**config.mk**
```make
export PLATFORM = sky130hd
export DESIGN_NAME = aha_cm3_pmu
export DESIGN_NICKNAME = d
export VERILOG_FILES = /design/src/rtl/aha_cm3_pmu_pkg.sv /design/src/rtl/aha_pmu_ack_delay.sv /design/src/rtl/aha_cm3_pmu.sv
export SDC_FILE = /design/constraint.sdc
export NUM_CORES = 1
export LEC_CHECK = 0
export CORE_MARGIN = 8
export CORE_UTILIZATION = 42
export DETAILED_ROUTE_END_ITERATION = 8
export PLACE_DENSITY_LB_ADDON = 0.15
export SKIP_CTS_REPAIR_TIMING = 1
export SYNTH_ARGS = -nofsm -noshare
export SYNTH_HDL_FRONTEND = slang
export SYNTH_SLANG_ARGS = --single-unit
```
**constraint.sdc**
```tcl
create_clock -name CPU_FCLK -period 2.35 [get_ports CPU_FCLK]
set_input_delay 0.3525 -clock CPU_FCLK [delete_from_list [all_inputs] [get_ports CPU_FCLK]]
set_output_delay 0.3525 -clock CPU_FCLK [all_outputs]
set_load 0.05 [all_outputs]
```
**src/rtl/aha_cm3_pmu_pkg.sv**
```systemverilog
// Shared types for the Cortex-M3 power-management controller: the FSM state
// encoding, the width of the exported state, and the per-state decode of the
// three power-control outputs.
package aha_cm3_pmu_pkg;

  localparam int PMU_STATE_W = 3;

  typedef enum logic [PMU_STATE_W-1:0] {
    ST_RUN      = 3'd0,
    ST_WIC_REQ  = 3'd1,
    ST_HOLD_REQ = 3'd2,
    ST_GATED    = 3'd3,
    ST_WAKE     = 3'd4
  } pmu_state_e;

  // Power-control outputs driven towards the CPU integration block.
  typedef struct packed {
    logic wic_en_req;
    logic sleephold_req_n;
    logic gclk_en;
  } pmu_ctl_t;

  // Outputs while running: clock on, no hold, WIC idle.
  localparam pmu_ctl_t CTL_RUN = '{wic_en_req: 1'b0, sleephold_req_n: 1'b1, gclk_en: 1'b1};

  // Output decode for each state. The WIC request stays up from WIC_REQ until
  // the FSM is back in RUN so the WIC handshake remains four-phase.
  function automatic pmu_ctl_t state_ctl(input pmu_state_e s);
    pmu_ctl_t c;
    c = CTL_RUN;
    case (s)
      ST_WIC_REQ:  c = '{wic_en_req: 1'b1, sleephold_req_n: 1'b1, gclk_en: 1'b1};
      ST_HOLD_REQ: c = '{wic_en_req: 1'b1, sleephold_req_n: 1'b0, gclk_en: 1'b1};
      ST_GATED:    c = '{wic_en_req: 1'b1, sleephold_req_n: 1'b0, gclk_en: 1'b0};
      ST_WAKE:     c = '{wic_en_req: 1'b1, sleephold_req_n: 1'b0, gclk_en: 1'b1};
      default:     c = CTL_RUN;
    endcase
    return c;
  endfunction

endpackage

```
**src/rtl/aha_pmu_ack_delay.sv**
```systemverilog
// One four-phase delayed acknowledge: ACK rises DLY+1 edges after REQ is
// first sampled high and falls on the edge after REQ is sampled low. A request
// withdrawn before ACK rises loses its progress.
module aha_pmu_ack_delay #(
  parameter int DLY = 8
) (
  input  logic clk,
  input  logic rst_n,
  input  logic REQ,
  output logic ACK
);

  localparam int CNT_W = $clog2(DLY + 1);
  localparam logic [CNT_W-1:0] CNT_MAX = CNT_W'(DLY);

  logic [CNT_W-1:0] cnt;

  // Count consecutive high-REQ edges; the counter passes DLY-1 and parks at
  // DLY, and ACK is raised on the edge after it parks. The count never wraps.
  // NOTE: sequential state uses non-blocking assignments so every flop samples
  // pre-edge values regardless of block ordering.
  always_ff @(posedge clk or negedge rst_n) begin
    if (!rst_n) begin
      cnt <= '0;
      ACK <= 1'b0;
    end else if (!REQ) begin
      cnt <= '0;
      ACK <= 1'b0;
    end else if (!ACK) begin
      if (cnt == CNT_MAX) ACK <= 1'b1;
      else                cnt <= cnt + 1'b1;
    end
  end

endmodule

```
**src/rtl/aha_cm3_pmu.sv**
```systemverilog
// Power-management controller for the Cortex-M3 code-region integration.
// Sequences deep-sleep entry/exit through the WIC and sleep-hold handshakes,
// drives the CPU_GCLK gate enable and answers the debug power/reset requests.
// Clocked only by the free-running CPU_FCLK so it stays live while gated.
module aha_cm3_pmu
  import aha_cm3_pmu_pkg::*;
#(
  parameter int WIC_TIMEOUT = 64,
  parameter int WAKE_DLY    = 4,
  parameter int PWRUP_DLY   = 8
) (
  input  logic                   CPU_FCLK,
  input  logic                   CPU_PORESETn,
  input  logic                   SLEEP,
  input  logic                   SLEEPDEEP,
  input  logic                   SLEEPHOLDACKn,
  input  logic                   PMU_WIC_EN_ACK,
  input  logic                   PMU_WAKEUP,
  input  logic                   DBGPWRUPREQ,
  input  logic                   DBGSYSPWRUPREQ,
  input  logic                   DBGRSTREQ,
  output logic                   PMU_WIC_EN_REQ,
  output logic                   SLEEPHOLDREQn,
  output logic                   CPU_GCLK_EN,
  output logic                   DBGPWRUPACK,
  output logic                   DBGSYSPWRUPACK,
  output logic                   DBGRSTACK,
  output logic [PMU_STATE_W-1:0] PMU_STATE
);

  localparam int WIC_W  = $clog2(WIC_TIMEOUT + 1);
  localparam int WAKE_W = $clog2(WAKE_DLY + 1);

  localparam logic [WIC_W-1:0]  WIC_LAST  = WIC_W'(WIC_TIMEOUT - 1);
  localparam logic [WIC_W-1:0]  WIC_MAX   = WIC_W'(WIC_TIMEOUT);
  localparam logic [WAKE_W-1:0] WAKE_LAST = WAKE_W'(WAKE_DLY - 1);
  localparam logic [WAKE_W-1:0] WAKE_MAX  = WAKE_W'(WAKE_DLY);

  pmu_state_e        state;
  pmu_state_e        next_state;
  pmu_ctl_t          ctl_q;
  logic [WIC_W-1:0]  wic_cnt;
  logic [WAKE_W-1:0] wake_cnt;

  // Next-state decode for the deep-sleep sequencer.
  // NOTE: next_state gets a default before the case so no path leaves it
  // unassigned, which would otherwise infer a latch.
  always_comb begin
    next_state = state;
    case (state)
      ST_RUN: begin
        // ACK must be low again before a new entry: four-phase WIC handshake.
        if (SLEEP && SLEEPDEEP && !DBGSYSPWRUPREQ && !PMU_WIC_EN_ACK)
          next_state = ST_WIC_REQ;
      end
      ST_WIC_REQ: begin
        if (PMU_WIC_EN_ACK)                   next_state = ST_HOLD_REQ;
        else if (!SLEEP || wic_cnt >= WIC_LAST) next_state = ST_RUN;
      end
      ST_HOLD_REQ: begin
        if (!SLEEPHOLDACKn)                 next_state = ST_GATED;
        else if (!SLEEP || DBGSYSPWRUPREQ) next_state = ST_WAKE;
      end
      ST_GATED: begin
        if (PMU_WAKEUP || DBGSYSPWRUPREQ) next_state = ST_WAKE;
      end
      ST_WAKE: begin
        if (wake_cnt >= WAKE_LAST) next_state = ST_RUN;
      end
      default: next_state = ST_RUN;
    endcase
  end

  // State register plus registered outputs decoded from the upcoming state,
  // so every control output changes on the same edge as the state.
  always_ff @(posedge CPU_FCLK or negedge CPU_PORESETn) begin
    if (!CPU_PORESETn) begin
      state <= ST_RUN;
      ctl_q <= CTL_RUN;
    end else begin
      state <= next_state;
      ctl_q <= state_ctl(next_state);
    end
  end

  // WIC acknowledge timeout: counts cycles spent in WIC_REQ, zero elsewhere.
  always_ff @(posedge CPU_FCLK or negedge CPU_PORESETn) begin
    if (!CPU_PORESETn)              wic_cnt <= '0;
    else if (state != ST_WIC_REQ)   wic_cnt <= '0;
    else if (wic_cnt != WIC_MAX)    wic_cnt <= wic_cnt + 1'b1;
  end

  // Wake delay: counts cycles spent in WAKE with the clock running but the
  // hold still asserted, zero elsewhere.
  always_ff @(posedge CPU_FCLK or negedge CPU_PORESETn) begin
    if (!CPU_PORESETn)           wake_cnt <= '0;
    else if (state != ST_WAKE)   wake_cnt <= '0;
    else if (wake_cnt != WAKE_MAX) wake_cnt <= wake_cnt + 1'b1;
  end

  assign PMU_WIC_EN_REQ = ctl_q.wic_en_req;
  assign SLEEPHOLDREQn  = ctl_q.sleephold_req_n;
  assign CPU_GCLK_EN    = ctl_q.gclk_en;
  assign PMU_STATE      = state;

  aha_pmu_ack_delay #(.DLY(PWRUP_DLY)) u_dbg_pwrup_ack (
    .clk   (CPU_FCLK),
    .rst_n (CPU_PORESETn),
    .REQ   (DBGPWRUPREQ),
    .ACK   (DBGPWRUPACK)
  );

  aha_pmu_ack_delay #(.DLY(PWRUP_DLY)) u_dbg_syspwrup_ack (
    .clk   (CPU_FCLK),
    .rst_n (CPU_PORESETn),
    .REQ   (DBGSYSPWRUPREQ),
    .ACK   (DBGSYSPWRUPACK)
  );

  aha_pmu_ack_delay #(.DLY(PWRUP_DLY)) u_dbg_rst_ack (
    .clk   (CPU_FCLK),
    .rst_n (CPU_PORESETn),
    .REQ   (DBGRSTREQ),
    .ACK   (DBGRSTACK)
  );

endmodule
```
Yosys cells after proc, flatten, opt, wreduce, memory -nomap -nowiden
Cells that the tools add are included.

Multiplexer cells: 31. Add/sub/neg operators: 5. Reduce and logical (&&, ||, !) cells: 16. Equality and inequality tests: 21. $lt $le $gt $ge: 2.

Operators by type and width (count): $mux W4 (9); $mux W3 (9); $pmux W3 S5 (1); $mux W7 (2); $add A4 B1 Y4 const B (3); $eq A3 B2 Y1 const B (4); $eq A4 B4 Y1 const B (3); $ne A2 B2 Y1 const B (6); $mux W1 (9); $pmux W3 S3 (1); $add A7 B1 Y7 const B (1); $ge A7 B6 Y1 const B (1); $ne A7 B7 Y1 const B (1); $eq A3 B1 Y1 const B (2); $eq A3 B3 Y1 const B (2); $ne A3 B3 Y1 const B (2); $reduce_and A2 Y1 (3); $reduce_bool A2 Y1 (2); $add A3 B1 Y3 const B (1); $ge A3 B2 Y1 const B (1); $logic_and A1 B1 Y1 (3); $logic_not A1 Y1 (3); $logic_not A3 Y1 (1); $logic_or A1 B1 Y1 (3); other kinds (2) (2).

Output and inout port bits: 9. Logic and storage cells: 87. Flip-flop bits (word level): 31. Bits of input ports: 10.

Longest topological paths before layout
Depth in word-level cells: 8. Gate-level depth with buffers: 5. Gate-level depth less buffers: 5.

Modules after synthesis
A second synthesis with hierarchy kept.

Cells, all modules: 169. Area total of the unflattened synthesis: 1722.9 um^2.

Modules (own cells, without submodules): aha_cm3_pmu (sequential area each 402.9 um^2, area each 897.1 um^2, instances 1, cells an instance 94); aha_pmu_ack_delay (sequential area each 125.1 um^2, area each 275.3 um^2, instances 3, cells an instance 25).

Worst setup path after synthesis
Ideal clock, no wire load.

Path kind: register to register. Start point: register state[0] (netlist: PMU_STATE[0]). End point: register ctl_q (netlist bit PMU_WIC_EN_REQ). Data arrival time: 2.016 ns. Library setup time: 0.069 ns. Stages on the path, launching flop included: 6. Path slack: 0.265 ns. Buffers on the path: 1. Data required time: 2.281 ns. Period minus slack after synthesis: 2.085 ns. Path through: dfrtp_1 -> or3b_1 -> buf_2 -> or4b_1 -> a311o_1 -> nand3_1.

Longest elaborated chain between the ends: 6. Elaborated cells between the ends (all ways): 19. Classes of those cells: eq/ne: 8; mux: 9; reduce/logical: 2.

Ends and longest elaborated chain: start: declaration (line aha_cm3_pmu.sv:39) `pmu_state_e state;`; start signal: assignment (line aha_cm3_pmu.sv:81) `state <= next_state;`; $mux W3, on equally long branches (line aha_cm3_pmu.sv:62, aha_cm3_pmu.sv:58); $mux W3, on equally long branches (line aha_cm3_pmu.sv:61, aha_cm3_pmu.sv:57); $pmux W3 S5 * (line aha_cm3_pmu.sv:50) `case (state)`; $eq A3 B3 Y1 or $eq A3 B2 Y1 (tied branches) (line aha_cm3_pmu_pkg.sv:31) `case (s)`; $reduce_or A2 Y1 (no source line); $pmux W3 S3 * (line aha_cm3_pmu_pkg.sv:31); end signal: assignment (line aha_cm3_pmu.sv:82) `ctl_q <= state_ctl(next_state);`; end: declaration (line aha_cm3_pmu.sv:41) `pmu_ctl_t ctl_q;`.

Mark *: on every way between the ends. The rest lies on a longest branch, timed or not. A chain may end at the register's enable or synchronous reset.

Worst setup path in the final report
Start point: register ctl_q (netlist bit SLEEPHOLDREQn). End point: output SLEEPHOLDREQn.

RTL lines: end: declaration (line aha_cm3_pmu.sv:23) `output logic SLEEPHOLDREQn,`.

No word-level cell between the ends.

==> impl_metrics.csv <==
group,metric,value,unit
timing,setup_violations,0,
synthesis,synth_fp_nets,168,
grt,top_usage_layer,"met2",
power_and_ir_drop,swShare,34.1,%
synthesis,synth_top_area_share,46.8,%
clock_network,clockRootBuffer,"clkbuf_8",
synthesis,yosys-top-cells-count,"29 x dfrtp_1, 15 x inv_1, 13 x nand2_1",
cells_and_area,layout-area-overhead-vs-synth,21.3,%
clock_network,cts_tree,"done",
drt,finalWirelength,2.78,mm
setup_path,path_max_fanout,1,
clock_network,clock_path_buffers,2,
setup_path,cp.buffers_inverters,1,
grt,grt_usage,9.76,%
cells_and_area,fillers,323,
drt,ant_nets,0,
synthesis,yosysMostFrequentCell,"dfrtp_1",
setup_path,cp.arrival,1590,ps
cells_and_area,multi_input_area,712,sq um
setup_path,crit_family,"buffers and inverters",
power_and_ir_drop,seqPwrFrac,43.7,%
power_and_ir_drop,internal-power,1.01,mW
grt,antenna_found_initial,0,
drt,avgViaCountPerCell,4.94,
die,core-area,3610,sq um
timing,fin_crit,1940,ps
grt,grt_pass1_wl,4.70,mm
power_and_ir_drop,irDropWorstVdd,489,uV
drt,drc,0,
synthesis,async_flop_share,100,%
placed_design,port_buffers,18,
power_and_ir_drop,switchingPower,0.522,mW
setup_path,cp_slowest_cell,"clkdlybuf4s50_1",
die,boundaryPins,19,
synthesis,synth_edf_count,0,
synthesis,seq_area_frac_synth,50.2,%
placed_design,post-dp-hpwl,2.11,mm
drt,vias,1086,
timing,max_freq,515,MHz
setup_path,cp-end-kind,"primary output",
synthesis,synth.area.top_cells,"dfrtp_1 47%, ha_1 8.9%, xnor2_1 6.2%",
timing,finClkSkew,5.13,ps
synthesis,yosys_warnings,0,
power_and_ir_drop,pwr-share-comb,29.6,%
power_and_ir_drop,pwr-share-clk,26.7,%
clock_network,numCtsBuffers,5,
setup_path,critPathMaxStageDelay,800,ps
synthesis,synth-seq-cells,31,
grt,grt_overflow,0,
cells_and_area,design_area,1880,sq um
grt,use_met2,15.4,%
synthesis,netlist_instances,147,
timing,hold_violations,0,
setup_path,crit_type,"flop to primary output",
drt,first_pass_iters,4,
setup_path,worstPathRequired,2000,ps
grt,grt_max_degree,32,
cells_and_area,seqCellArea,778,sq um
cells_and_area,insertedDiodeCount,0,
die,die_h,76.8,um
setup_path,crit_chain,"clkdlybuf4s50_1",
grt,grt_use_met3,2.80,%
synthesis,yosys.area.top_type,"dfrtp_1",
setup_path,worstSetupStartpointType,"flop",
status,status,"complete, no violations",
cells_and_area,num-nets-final,193,
timing,finalCritPeriodShare,82.6,%
die,fp-row-count,22,
timing,worstMarginPinSlew,596,ps
clock_network,htree_levels,2,
clock_network,insertion_delay,270,ps
synthesis,synthDistinctLibCells,30,
timing,finalMaxSlewViolations,0,
synthesis,synth_flop_cell,"dfrtp_1",
job,maxCapViolations,0,
synthesis,synthesis.area,1550,sq um
timing,slew_headroom,59.3,%
drt,wl_per_cell,12.6,um
timing,fin_setup_tns,0,ps
grt,use_met1,11.7,%
power_and_ir_drop,p_leak,0.868,nW
die,initial_core_util,43.0,%
clock_network,clkSlewWorstSetupHoldPaths,60,ps
grt,grt_pass1_vias,1059,
synthesis,syn_area_per_cell,10.6,sq um
placed_design,placed_area,1790,sq um
drt,drt_iter0_drc,10,
clock_network,cts.sinks,31,
die,die-area,5900,sq um
die,die_x,76.8,um
power_and_ir_drop,powerDensity,814,nW/um^2
cells_and_area,drive_gt1_share,5.81,%
cells_and_area,final_core_util,52.2,%
placed_design,gp_congestion,0.819,
worst_hold_path,hold_class,"primary input to asynchronous set/reset pin",
timing,rsz0062_at_grt,"false",
sequential cells by signal (all words and copies together) (netlist names):
register,cells
u_dbg_pwrup_ack.ACK,1
u_dbg_syspwrup_ack.cnt,4
CPU_GCLK_EN,1
PMU_STATE,3
u_dbg_syspwrup_ack.ACK,1
u_dbg_rst_ack.cnt,4
SLEEPHOLDREQn,1
u_dbg_pwrup_ack.cnt,4
wake_cnt,3
wic_cnt,7
u_dbg_rst_ack.ACK,1
PMU_WIC_EN_REQ,1
layer usage:
metal	up-vias	wire, um
met5	-	0
met4	0	41
met3	5	102
met2	19	1280
met1	524	1350
li1	538	-
layout make-up:
cell class                      instances  share of cell area, %
Multi-Input combinational cell        100                   37.8
Tap cell                               48                   3.19
Inverter                               15                   2.99
Sequential cell                        31                   41.4
Timing Repair Buffer                   19                   9.97
Clock buffer                            6                   4.39
Clock inverter                          1                  0.266
power groups by stage:
stage | clock network, mW | registers [mW] | logic (mW)
floorplan | 0 | 0.800 | 0.177
global placement | 0 | 0.674 | 0.450
detailed placement | 0 | 0.681 | 0.461
CTS | 0.430 | 0.671 | 0.462
global route | 0.449 | 0.679 | 0.498
finish | 0.409 | 0.669 | 0.453
cells in the final DEF, fill, tap and decap left out, types with 5 or more instances in the layout:
cell type / instances
nand2_1: 13
and2_1: 6
clkdlybuf4s50_1: 18
nor2_1: 12
dfrtp_1: 29
clkbuf_8: 6
nand3_1: 5
inv_1: 15
nor2b_1: 7
mux2i_1: 7
xnor2_1: 11
ha_1: 11
through the flow:
step / power (mW) / setup slack [ps] / std cells / hold slack (ps)
finish: 1.53 / 408 / 220 / 473
global route: 1.63 / 346 / 220 / 518
CTS: 1.56 / 387 / 220 / 483
detailed placement: 1.14 / 461 / 213 / 535
global placement: 1.12 / 487 / 213 / 518
floorplan: 0.977 / 265 / 147 / 56.9
logic make-up (layout without fill, tap and decap cells):
| group | count (synthesis) | after routing | share of synthesized area, % |
|---|---|---|---|
| AO/OA/AOI/OAI | 12 | 12 | 5.08 |
| buffers and inverters | 16 | 41 | 3.95 |
| adder cells (fa/ha/maj) | 11 | 11 | 8.87 |
| AND/OR/NAND/NOR | 57 | 57 | 20.1 |
| multiplexers | 7 | 7 | 4.52 |
| flip-flops | 31 | 31 | 50.2 |
| XOR/XNOR | 13 | 13 | 7.34 |
path summary, 6_finish.rpt:
path / start / endpoint / slack [ps] / depth (start not counted)
max in group asynchronous: CPU_PORESETn / CPU_GCLK_EN / 1550 / 2
min in group CPU_FCLK: u_dbg_rst_ack.cnt[2] / u_dbg_rst_ack.cnt[2] / 540 / 2
min: CPU_PORESETn / u_dbg_pwrup_ack.cnt[0] / 470 / 2
max reg2reg: PMU_STATE[2] / PMU_STATE[0] / 440 / 4
min reg2reg: u_dbg_rst_ack.cnt[2] / u_dbg_rst_ack.cnt[2] / 540 / 2
max: SLEEPHOLDREQn / SLEEPHOLDREQn / 410 / 1
worst register-to-register path: stages, from the launching register on:
cell     delay [ps]
dfrtp_1         420
or3b_1          520
or4b_1          500
a311o_1         310
nand3_1          90
No activity file was read; power rests on OpenSTA's default activity.
==> RTL edit 1: new RTL, same flow settings <==
`WAKE_DLY`: 4 -> 2.
--- a/src/rtl/aha_cm3_pmu.sv
+++ b/src/rtl/aha_cm3_pmu.sv
@@ -7,5 +7,5 @@
 #(
   parameter int WIC_TIMEOUT = 64,
-  parameter int WAKE_DLY    = 4,
+  parameter int WAKE_DLY    = 2,
   parameter int PWRUP_DLY   = 8
 ) (
Function: changed (Yosys sat finds a counterexample within 10 cycles, from zero or initial values and one cycle with CPU_PORESETn low).
==> RTL edit 1 against the original RTL <==
  * Critical path depth did not move
  * Power fell by 10%
  * Area after synthesis fell by 1.4%
  * Worst setup slack got worse by 120 ps
  * Design area fell by 3.2%
  * Combinational power fell by 8.8%
  * Sequential cell count fell by 1
  * Routed wire length barely moved
  * Critical endpoint is now PMU_STATE[0]
  * Largest cell class unchanged
  * Highest routed layer unchanged
==> RTL edit 1: results (changes against the original RTL) <==
RUN_STATUS='finished clean'
WORST_SLEW_MARGIN_REL_PCT=64.8  # +5.5 points
YOSYS.AREA_SHARE.XOR_XNOR_PCT=7.44  # +0.10 points
INSERTION_DELAY_PS=330  # +60 ps
CLOCKROOTBUFFER='clkbuf_4'
YS_TOP_CELLS_BY_COUNT='dfrtp_1, nor2_1, nand2_1'
NUMBER_OF_PLACED_CELLS_COUNTING_WELL_TAPS=210  # -1.4%
POST_ROUTE_CELLS_DRIVE_ABOVE_1_SHARE_PCT=11.2  # +5.4 points
GRT_FIRST_PASS_WIRELENGTH_MM=4.81  # +2.4%
SYNTH_SEQUENTIAL_AREA_RATIO_PCT=49.2  # -0.94 points
WORST_SETUP_PATH_ENDPOINT='PMU_STATE[0]'
R2R_END='PMU_WIC_EN_REQ$_DFF_PN0_'
ANTENNA-DIODE-COUNT=0  # unchanged
CTS_INSERTED_BUFFERS=5  # unchanged
CRIT_FAMILY='buffers and inverters'
GRT.TOTAL_USAGE_PCT=10.1  # +0.39 points
DETAILEDROUTE.FIRSTITERATIONVIOLATIONS=34  # +24
POST_SYNTH_FA_HA_MAJ_AREA_FRACTION_PCT=8.18  # -0.69 points
DPL_CELL_AREA_SQ_UM=1760  # -1.8%
PIN_COUNT_OF_THE_BIGGEST_NET_ENTERING_GLOBAL_ROUTING=31  # -3.1%
WHS_PS=407  # -66.1 ps
SYNTH_CELLS=146  # -0.68%
INSTANCES_NO_FILL=218  # -0.91%
POWER_SWITCHING_uW=492  # -5.7%
SYNTH_COMPOUND_GATE_AREA_SHARE_PCT=5.07  # -0.011 points
ROUTED_WIRELENGTH_MM=2.77  # about the same
PLACE_CONGESTION=0.738  # -9.9%
CP-START-KIND='flop'
PEAKVDDDROP_mV=0.296  # -40%
YOSYS-MUX-AREA-FRACTION_PCT=5.23  # +0.72 points
REG2REG_DEPTH=4  # unchanged
TIMING.CLOCK.SKEW_PS=7.88  # +2.74 ps
REG2REG_SLACK_PS=680  # +240 ps
P_LEAK_uW=0.000856  # -1.4%
FILL_CELLS=337  # +4.3%
VIAS=1057  # -2.7%
CTS.CLK_SLEW.WORST_PATHS_PS=100  # +40 ps
CRITICAL-PATH-MAX-STAGE-DELAY_PS=870  # +70 ps
R2R_START='PMU_STATE[0]$_DFF_PN0_'
NUMBER_OF_NETS_IN_THE_LAYOUT=189  # -2.1%
SYNTH_AREA_LEADERS='dfrtp_1, ha_1, mux2i_1'
MAXIMUM_FANOUT_ALONG_THE_WORST_PATH=10  # +9
POST_SYNTH_NUM_CELL_TYPES=34  # +13%
CRITICAL_PATH_ARRIVAL_PS=1710  # +120 ps
[RTL edit 1: final cells by class]
type / count / share of cell area (%)
flip-flops and latches: 30 / 41.3
clock inverters: 1 / 0.275
repair buffers: 19 / 10.3
well taps: 48 / 3.30
multi-input cells: 100 / 39.1
inverters: 13 / 2.68
clock buffers: 7 / 3.02
[RTL edit 1: metrics by stage]
stage,utilization (%),setup slack [ps]
2_1_floorplan,-,497
3_3_place_gp,49.2,635
3_5_place_dp,49.2,601
4_1_cts,50.9,243
5_1_grt,50.9,163
6_report,50.9,284
[RTL edit 1: power by group through the flow]
stage	sequential [uW]	clock, uW	combinational (uW)
3_5_place_dp	656	0	418
3_3_place_gp	654	0	408
4_1_cts	646	341	421
5_1_grt	658	366	459
6_report	645	320	413
2_1_floorplan	745	0	193
[RTL edit 1: layer usage]
metal	global-route usage, %	wire (um)	vias up	share of wire, %
met5	0	0	-	0
met4	4.04	52	0	1.9
met3	4.95	169	6	6.1
met2	15.6	1260	20	45
met1	11.8	1300	501	47
li1	-	-	530	-
==> RTL edit 2: new RTL, same settings <==
Made on the original files. Put a register stage on the output `DBGPWRUPACK`. The value now appears one clock later. The other outputs are not delayed to match.
--- a/src/rtl/aha_cm3_pmu.sv
+++ b/src/rtl/aha_cm3_pmu.sv
@@ -36,4 +36,6 @@
   localparam logic [WAKE_W-1:0] WAKE_LAST = WAKE_W'(WAKE_DLY - 1);
   localparam logic [WAKE_W-1:0] WAKE_MAX  = WAKE_W'(WAKE_DLY);
+
+  logic DBGPWRUPACK_d;
 
   pmu_state_e        state;
@@ -108,5 +110,5 @@
     .rst_n (CPU_PORESETn),
     .REQ   (DBGPWRUPREQ),
-    .ACK   (DBGPWRUPACK)
+    .ACK   (DBGPWRUPACK_d)
   );
 
@@ -125,3 +127,7 @@
   );
 
+  always_ff @(posedge CPU_FCLK) begin
+    DBGPWRUPACK <= DBGPWRUPACK_d;
+  end
+
 endmodule
Check against the original RTL: not equivalent (Yosys sat finds a counterexample within 10 cycles, from zero or initial values and one cycle with CPU_PORESETn low).
==> RTL edit 2 against the original RTL <==
  * Sequential cell count increased by 1
  * Worst setup slack improved by 5.3 ps
  * Count of clock-buffer cells in the layout unchanged
  * Power increased by 4.0%
  * Design area increased by 1.6%
  * Cell count increased by 0.91%
  * Synthesized cell count increased by 0.68%
  * Global-route usage increased by 0.61 points
  * Area after synthesis increased by 1.6%
  * Combinational power increased by 5.5%
  * Core utilization increased by 0.43 points
  * Sequential share of layout area increased by 0.40 points
  * Routed wire length increased by 2.1%
  * Largest cell class unchanged
==> RTL edit 2: results (changes against the original RTL) <==
NUMBER_OF_PLACED_CELLS_COUNTING_WELL_TAPS=214  # +0.47%
CLOCKNETWORKAREASHARE_PCT=4.84  # +0.19 points
FILL_CELLS=335  # +3.7%
TIMING.CLOCK.SKEW_PS=4.40  # -0.728 ps
NUMBER_OF_NETS_IN_THE_LAYOUT=194  # +0.52%
TIMING.CRITICAL_PATH.FROM='PMU_STATE[2]$_DFF_PN0_'
DETAILEDROUTE.FIRSTITERATIONVIOLATIONS=42  # +32
MET1WIRELENGTH_MM=1.28  # -5.8%
YS_TOP_CELLS_BY_COUNT='dfrtp_1, inv_1, nand2_1, nor2_1, ha_1'
AVGVIACOUNTPERCELL=4.85  # -1.8%
MAXIMUM_FANOUT_ALONG_THE_WORST_PATH=8  # +7
MAPPEDNETLISTNETS=169  # +0.60%
SEQUENTIAL_SHARE_OF_CELL_AREA_PCT=41.8  # +0.40 points
ASYNCSETRESETFLOPFRACSYNTH_PCT=96.9  # -3.1 points
POSTSYNTHREGISTERBITS=32  # +3.2%
SHARE_OF_CELL_AREA_TAKEN_BY_MULTI_INPUT_LOGIC_GATES_PCT=37.5  # -0.33 points
SYNTH_CELLS=148  # +0.68%
RUN_STATUS='finished clean'
POWER_SWITCHING_uW=549  # +5.3%
PEAKVDDDROP_mV=0.520  # +6.2%
ROUTED_WIRE_LENGTH_ON_MET2_MM=1.45  # +13%
DPL_CELL_AREA_SQ_UM=1820  # +1.4%
SYNTH_AREA_LEADERS='dfrtp_1, ha_1, xnor2_1'
PIN_COUNT_OF_THE_BIGGEST_NET_ENTERING_GLOBAL_ROUTING=32  # unchanged
HOLD_PATH_CLASS='reg2reg'
CRITICAL-PATH-MAX-STAGE-DELAY_PS=860  # +60 ps
SYNTH_COMPOUND_GATE_AREA_SHARE_PCT=5.95  # +0.87 points
WHS_PS=408  # -64.9 ps
CLOCK_NET_POWER_uW=424  # +4%
SYNTH_SEQUENTIAL_AREA_RATIO_PCT=50.6  # +0.47 points
REG2REG_SLACK_PS=490  # +50 ps
COMB_CELL_POWER_uW=478  # +5.5%
NON_CLOCK_BUFFER_COUNT=19  # unchanged
HIGHEST-SIGNAL-LAYER='met4'
GRT.TOTAL_USAGE_PCT=10.4  # +0.61 points
ROUTED_WIRELENGTH_MM=2.84  # +2.1%
POST_SYNTH_NUM_CELL_TYPES=32  # +6.7%
YOSYS.AREA_SHARE.XOR_XNOR_PCT=6.67  # -0.67 points
MET3WIRELENGTH_UM=95  # -6.9%
GRT_FIRST_PASS_WIRELENGTH_MM=4.97  # +5.9%
POST_SYNTH_FA_HA_MAJ_AREA_FRACTION_PCT=8.73  # -0.14 points
VIAS=1076  # -0.92%
PLACE_CONGESTION=0.846  # +3.3%
YOSYS-MUX-AREA-FRACTION_PCT=5.08  # +0.56 points
SYNTH_TOP_CELL_AREA_SHARE_PCT=46.0  # -0.74 points
P_LEAK_uW=0.000870  # +0.20%
MAX_SLEW.WORST_PIN.SLEW_PS=515  # -81.1 ps
NON_CLOCK_BUFFER_AREA_SHARE_PCT=9.82  # -0.16 points
## RTL edit 2: final timing paths
check	to	depth (start not counted)
min in group asynchronous	PMU_WIC_EN_REQ$_DFF_PN0_	2
min	DBGPWRUPACK$_DFF_P_	0
min reg2reg	DBGPWRUPACK$_DFF_P_	0
max in group asynchronous	CPU_GCLK_EN$_DFF_PN1_	2
max reg2reg	PMU_STATE[0]$_DFF_PN0_	4
max	PMU_STATE[2]	1
## RTL edit 2: stage by stage
step | power, uW | setup slack (ps) | utilization (%)
floorplan | 1020 | 311 | -
global placement | 1170 | 542 | 50.1
detailed placement | 1180 | 496 | 50.1
CTS | 1620 | 388 | 52.6
global route | 1680 | 346 | 52.6
finish | 1590 | 413 | 52.6
## RTL edit 2: metal layers
metal	track usage (%)	vias up
met3	3.73	2
met2	17.5	14
met4	4.53	0
li1	-	545
met5	0	-
met1	11.4	515
